### config.mk
export PLATFORM = sky130hd
export DESIGN_NAME = decode_s1_pipe_reg
export DESIGN_NICKNAME = d
export VERILOG_FILES = /design/src/rtl/decode_s1_pipe_reg.sv
export SDC_FILE = /design/constraint.sdc
export NUM_CORES = 1
export LEC_CHECK = 0
export CAP_MARGIN = 20
export CORE_AREA = 3 3 129 131
export DETAILED_ROUTE_END_ITERATION = 7
export DIE_AREA = 0 0 132 134
export PLACE_DENSITY = 0.72
export SETUP_SLACK_MARGIN = 0.15
export SKIP_LAST_GASP = 1
export SYNTH_ARGS = -nofsm -noshare
export SYNTH_HDL_FRONTEND = slang
export SYNTH_SLANG_ARGS = --single-unit
### constraint.sdc
create_clock -name clk -period 10.7 [get_ports clk]
set_input_delay 1.07 -clock clk [delete_from_list [all_inputs] [get_ports clk]]
set_output_delay 1.07 -clock clk [all_outputs]
set_load 0.005 [all_outputs]
### src/rtl/decode_s1_pipe_reg.sv
// -----------------------------------------------------------------------------
// decode_s1_pipe_reg
//
// This is the pipeline register slice between decode stage 1 and decode stage 2.
// It carries the packed stage-1 control bundle without changing it. Entries
// leave in strict FIFO order. Every held entry is discarded on flush.
//
// Configuration macro: DECODE_S1_PIPE_SKID_EN
//   defined     - two entries: main M plus skid K. s1_ready is registered and
//                 has no combinational path from s2_ready.
//   not defined - a single entry M. s1_ready = ~M.valid | s2_ready, which is
//                 combinational.
//
// Parameters:
//   IADDRW - PC width.
//   PAYW   - bundle width, 130 + IADDRW.
//
// Ports:
//   clk        - rising-edge clock.
//   reset      - asynchronous reset, active low.
//   flush      - clears all held entries at the next edge. The s1 input is
//                ignored in that cycle.
//   s1_valid   - the upstream bundle is valid.
//   s1_ready   - upstream may transfer a bundle.
//   s1_bundle  - upstream payload.
//   s2_valid   - the head entry is valid.
//   s2_ready   - downstream accepts the head entry.
//   s2_bundle  - payload of the head entry.
//   occupancy  - number of held entries, registered.
// -----------------------------------------------------------------------------
module decode_s1_pipe_reg #(
    parameter int IADDRW = 32,
    parameter int PAYW   = 130 + IADDRW
) (
    input  logic            clk,
    input  logic            reset,
    input  logic            flush,
    input  logic            s1_valid,
    output logic            s1_ready,
    input  logic [PAYW-1:0] s1_bundle,
    output logic            s2_valid,
    input  logic            s2_ready,
    output logic [PAYW-1:0] s2_bundle,
    output logic [1:0]      occupancy
);

    logic            m_valid_r;
    logic            m_valid_nxt_s;
    logic            m_load_s;
    logic [PAYW-1:0] m_data_r;
    logic [PAYW-1:0] m_din_s;
    logic [1:0]      occupancy_r;
    logic [1:0]      occ_nxt_s;
    logic            in_fire_s;
    logic            out_fire_s;

    assign out_fire_s = m_valid_r & s2_ready;
    assign s2_valid   = m_valid_r;
    assign s2_bundle  = m_data_r;
    assign occupancy  = occupancy_r;

`ifdef DECODE_S1_PIPE_SKID_EN
    logic            k_valid_r;
    logic            k_valid_nxt_s;
    logic            k_load_s;
    logic [PAYW-1:0] k_data_r;
    logic            s1_ready_r;

    // s1_ready_r always equals ~k_valid_r, so a full skid entry is what stops
    // the upstream stage.
    assign s1_ready  = s1_ready_r;
    assign in_fire_s = s1_valid & s1_ready_r & ~flush;
    assign occ_nxt_s = {1'b0, m_valid_nxt_s} + {1'b0, k_valid_nxt_s};

    // Next-state logic for the main and skid entries.
    always_comb begin
        m_valid_nxt_s = m_valid_r;
        k_valid_nxt_s = k_valid_r;
        m_load_s      = 1'b0;
        k_load_s      = 1'b0;
        m_din_s       = s1_bundle;
        if (flush) begin
            m_valid_nxt_s = 1'b0;
            k_valid_nxt_s = 1'b0;
        end else if (!m_valid_r) begin
            // K cannot be full while M is empty.
            if (in_fire_s) begin
                m_load_s      = 1'b1;
                m_valid_nxt_s = 1'b1;
            end else begin
                m_valid_nxt_s = 1'b0;
            end
        end else if (out_fire_s) begin
            if (k_valid_r) begin
                // Move the skid entry into M. in_fire_s is 0 here because s1_ready is low.
                m_load_s      = 1'b1;
                m_din_s       = k_data_r;
                k_valid_nxt_s = 1'b0;
            end else if (in_fire_s) begin
                m_load_s = 1'b1;
            end else begin
                m_valid_nxt_s = 1'b0;
            end
        end else if (in_fire_s) begin
            // M is stalled, so this beat goes into the skid entry.
            k_load_s      = 1'b1;
            k_valid_nxt_s = 1'b1;
        end else begin
            m_valid_nxt_s = m_valid_r;
        end
    end

    // Skid valid flag and registered ready, both cleared by the async reset.
    always_ff @(posedge clk or negedge reset) begin
        if (!reset) begin
            k_valid_r  <= 1'b0;
            s1_ready_r <= 1'b1;
        end else begin
            k_valid_r  <= k_valid_nxt_s;
            s1_ready_r <= ~k_valid_nxt_s;
        end
    end

    // Skid payload. It loads only when enabled and has no reset.
    always_ff @(posedge clk) begin
        if (k_load_s) begin
            k_data_r <= s1_bundle;
        end
    end
`else
    // Single entry: M can accept a new beat in the same cycle that it drains.
    assign s1_ready  = ~m_valid_r | s2_ready;
    assign in_fire_s = s1_valid & s1_ready & ~flush;
    assign occ_nxt_s = {1'b0, m_valid_nxt_s};

    // Next-state logic for the single main entry.
    always_comb begin
        m_valid_nxt_s = m_valid_r;
        m_load_s      = 1'b0;
        m_din_s       = s1_bundle;
        if (flush) begin
            m_valid_nxt_s = 1'b0;
        end else if (in_fire_s) begin
            m_load_s      = 1'b1;
            m_valid_nxt_s = 1'b1;
        end else if (out_fire_s) begin
            m_valid_nxt_s = 1'b0;
        end else begin
            m_valid_nxt_s = m_valid_r;
        end
    end
`endif

    // Main valid flag and occupancy count, both cleared by the async reset.
    always_ff @(posedge clk or negedge reset) begin
        if (!reset) begin
            m_valid_r   <= 1'b0;
            occupancy_r <= 2'd0;
        end else begin
            m_valid_r   <= m_valid_nxt_s;
            occupancy_r <= occ_nxt_s;
        end
    end

    // Main payload. It loads only when enabled and has no reset.
    always_ff @(posedge clk) begin
        if (m_load_s) begin
            m_data_r <= m_din_s;
        end
    end

endmodule

==> results.json <==
{
  "stdcell_count": 748,
  "initial_core_util_pct": 31.5,
  "finalCriticalPeriod_ns": 3.23,
  "nFillCells": 1203,
  "setup_ws_ns": 7.47,
  "drive_above_1_share_pct": 6.39,
  "antenna_left": 0,
  "vias": 3070,
  "tightest_slew_ns": 0.996,
  "cts_buffer_depth": 2,
  "rsz0062_at_grt": "false",
  "grt_pass1_wl_um": 19300,
  "grt_overflow": 0,
  "hpwl_um": 9950,
  "drv_slew": 0,
  "skew_ns": 0.00649,
  "drc": 0,
  "dr.pass1.iters": 4,
  "synth_fp_nets": 337,
  "p_per_area_nw_per_um2": 159,
  "clock-root-buffer": "clkbuf_16",
  "syn_to_final_growth_pct": 84.0,
  "insertion_delay_ns": 0.41,
  "grt_max_degree": 163,
  "dieArea_um2": 17700,
  "synth_simple_gate_area_share_pct": 0.532,
  "reg2reg_slack_ns": 8.73,
  "cp.arrival_ns": 2.16,
  "syn_area_um2": 4940,
  "dp_cells": 716,
  "place.port_buffers": 331,
  "power.leakage_nw": 3.11,
  "setup_tns_ns": 0,
  "synth-seq-cells": 163,
  "rows": 46,
  "wirelength_um": 13200,
  "ys_types": 8,
  "synth_top_family_by_area": "simple AND/OR/NAND/NOR gates",
  "gp_congestion": 0.747,
  "fmax_mhz": 309,
  "yosysWarnings": 0,
  "finalNetCount": 686,
  "track_usage_pct": 14.8,
  "multi_input_comb_area_um2": 41.3,
  "setup_viol": 0,
  "synth_fa_ha_area_share_pct": 0,
  "antenna_found_initial": 0,
  "crit_path_max_fanout": 3,
  "cts_setup_buffers": 0,
  "cts_tree": "yes",
  "drt_iter0_markers": 158,
  "vias_per_cell": 4.10,
  "final_core_util_pct": 57.9,
  "ir_worst_vdd_v": 0.0000924,
  "grt_pass1_vias": 3291,
  "core_um2": 15700,
  "cts.sinks": 163,
  "path_clk_slew_ns": 0.06,
  "seq_area_frac_synth_pct": 98.9,
  "postSynthAreaPerCell_um2": 29.1,
  "endpoint_kind": "output pin",
  "diodes": 0,
  "crit_type": "in2out",
  "start_kind": "input pin",
  "pin_count": 333,
  "maxSlewHeadroom_pct": 33.6,
  "synthMuxAreaShare_pct": 0,
  "routedWlPerCell_um": 17.7,
  "die_height_um": 134,
  "hold_buffers": 0,
  "status": "finished clean",
  "hp-class": "reg2reg",
  "regArea_um2": 4890,
  "synth-xor-area-share_pct": 0,
  "numCtsBuffers": 17,
  "cap_violations": 0,
  "ctsHtreeMaxLevel": 4,
  "finalHoldViolations": 0,
  "cp_data_required_time_ns": 9.63,
  "syn_inst": 170,
  "period_share_pct": 30.2,
  "dp_worst_setup_slack_ns": 7.46,
  "die_w_um": 132,
  "synth_compound_area_share_pct": 0.101,
  "cts_resized": 0
}
## state kept, by name, indices dropped and copies added, names as in the netlist
| signal | cells |
|---|---|
| occupancy | 1 |
| s2_bundle | 162 |
## kinds of logic after synthesis
logic type,count (synthesis)
compound gates,1
buf+inv,3
flops,163
other cells,1
simple gates,2
## stage by stage
stage               instance area (um2)  total power [mW]  hold slack [ns]
floorplan                          4940             0.775            0.589
global placement                   8540             0.884            0.656
detailed placement                 8540             0.888            0.674
CTS                                9090              1.46            0.687
global route                       9090              1.50            0.697
finish                             9090              1.44            0.668
## where the power goes
group | leakage (nW) | switching [mW] | internal, mW
Clock | 0.260 | 0.249 | 0.321
Sequential | 1.52 | 0.00711 | 0.735
Combinational | 1.33 | 0.0364 | 0.0933
## Yosys cell counts
cell / number / area (um2)
conb_1: 1 / 3.75
nand2b_4: 1 / 13.8
dfrtp_1: 1 / 25.0
nor3b_2: 1 / 12.5
inv_1: 1 / 3.75
a21oi_1: 1 / 5.00
edfxtp_1: 162 / 4860
buf_4: 2 / 15.0
## worst max-delay path: stages
cell and delay (ns):
clkdlybuf4s50_1 0.46, nand2b_4 0.13, clkdlybuf4s50_1 0.50
## worst paths after layout
check	to	start	depth (start not counted)
worst max-delay path	s1_ready	s2_ready	3
worst min-delay path	occupancy[0]$_DFFE_PN0P_	occupancy[0]$_DFFE_PN0P_	2
worst max register to register	s2_bundle[83]$_DFFE_PP_	occupancy[0]$_DFFE_PN0P_	3
worst min register to register	occupancy[0]$_DFFE_PN0P_	occupancy[0]$_DFFE_PN0P_	2
max in group asynchronous	occupancy[0]$_DFFE_PN0P_	reset	1
min in group asynchronous	occupancy[0]$_DFFE_PN0P_	reset	1
## layout by cell type, fill, tap and decap left out, drive strengths merged
cell and instances:
inv 6, nand2b 1, clkinvlp 5, conb 1, a21oi 1, clkdlybuf4s50 331
bufinv 1, edfxtp 162, clkinv 4, buf 1, nor3b 1, dfrtp 1
clkbuf 17
## per-layer routing
metal  wire [um]  track usage [%]  share of wire [%]  vias up
met4         282             5.72                2.1        0
met3        1520             8.59                 12       20
met5           0                0                  0        -
li1            -                -                  -     1390
met2        7010             25.9                 53      207
met1        4410             14.5                 33     1453
## layout make-up
| type | instances | area share, % |
|---|---|---|
| Sequential cell | 163 | 53.8 |
| Clock inverter | 15 | 1.43 |
| Clock buffer | 17 | 4.68 |
| Tap cell | 216 | 2.97 |
| Timing Repair Buffer | 332 | 36.7 |
| Multi-Input combinational cell | 4 | 0.454 |
| Inverter | 1 | 0.0413 |
Note: power is estimated with default switching activity, not from simulation.
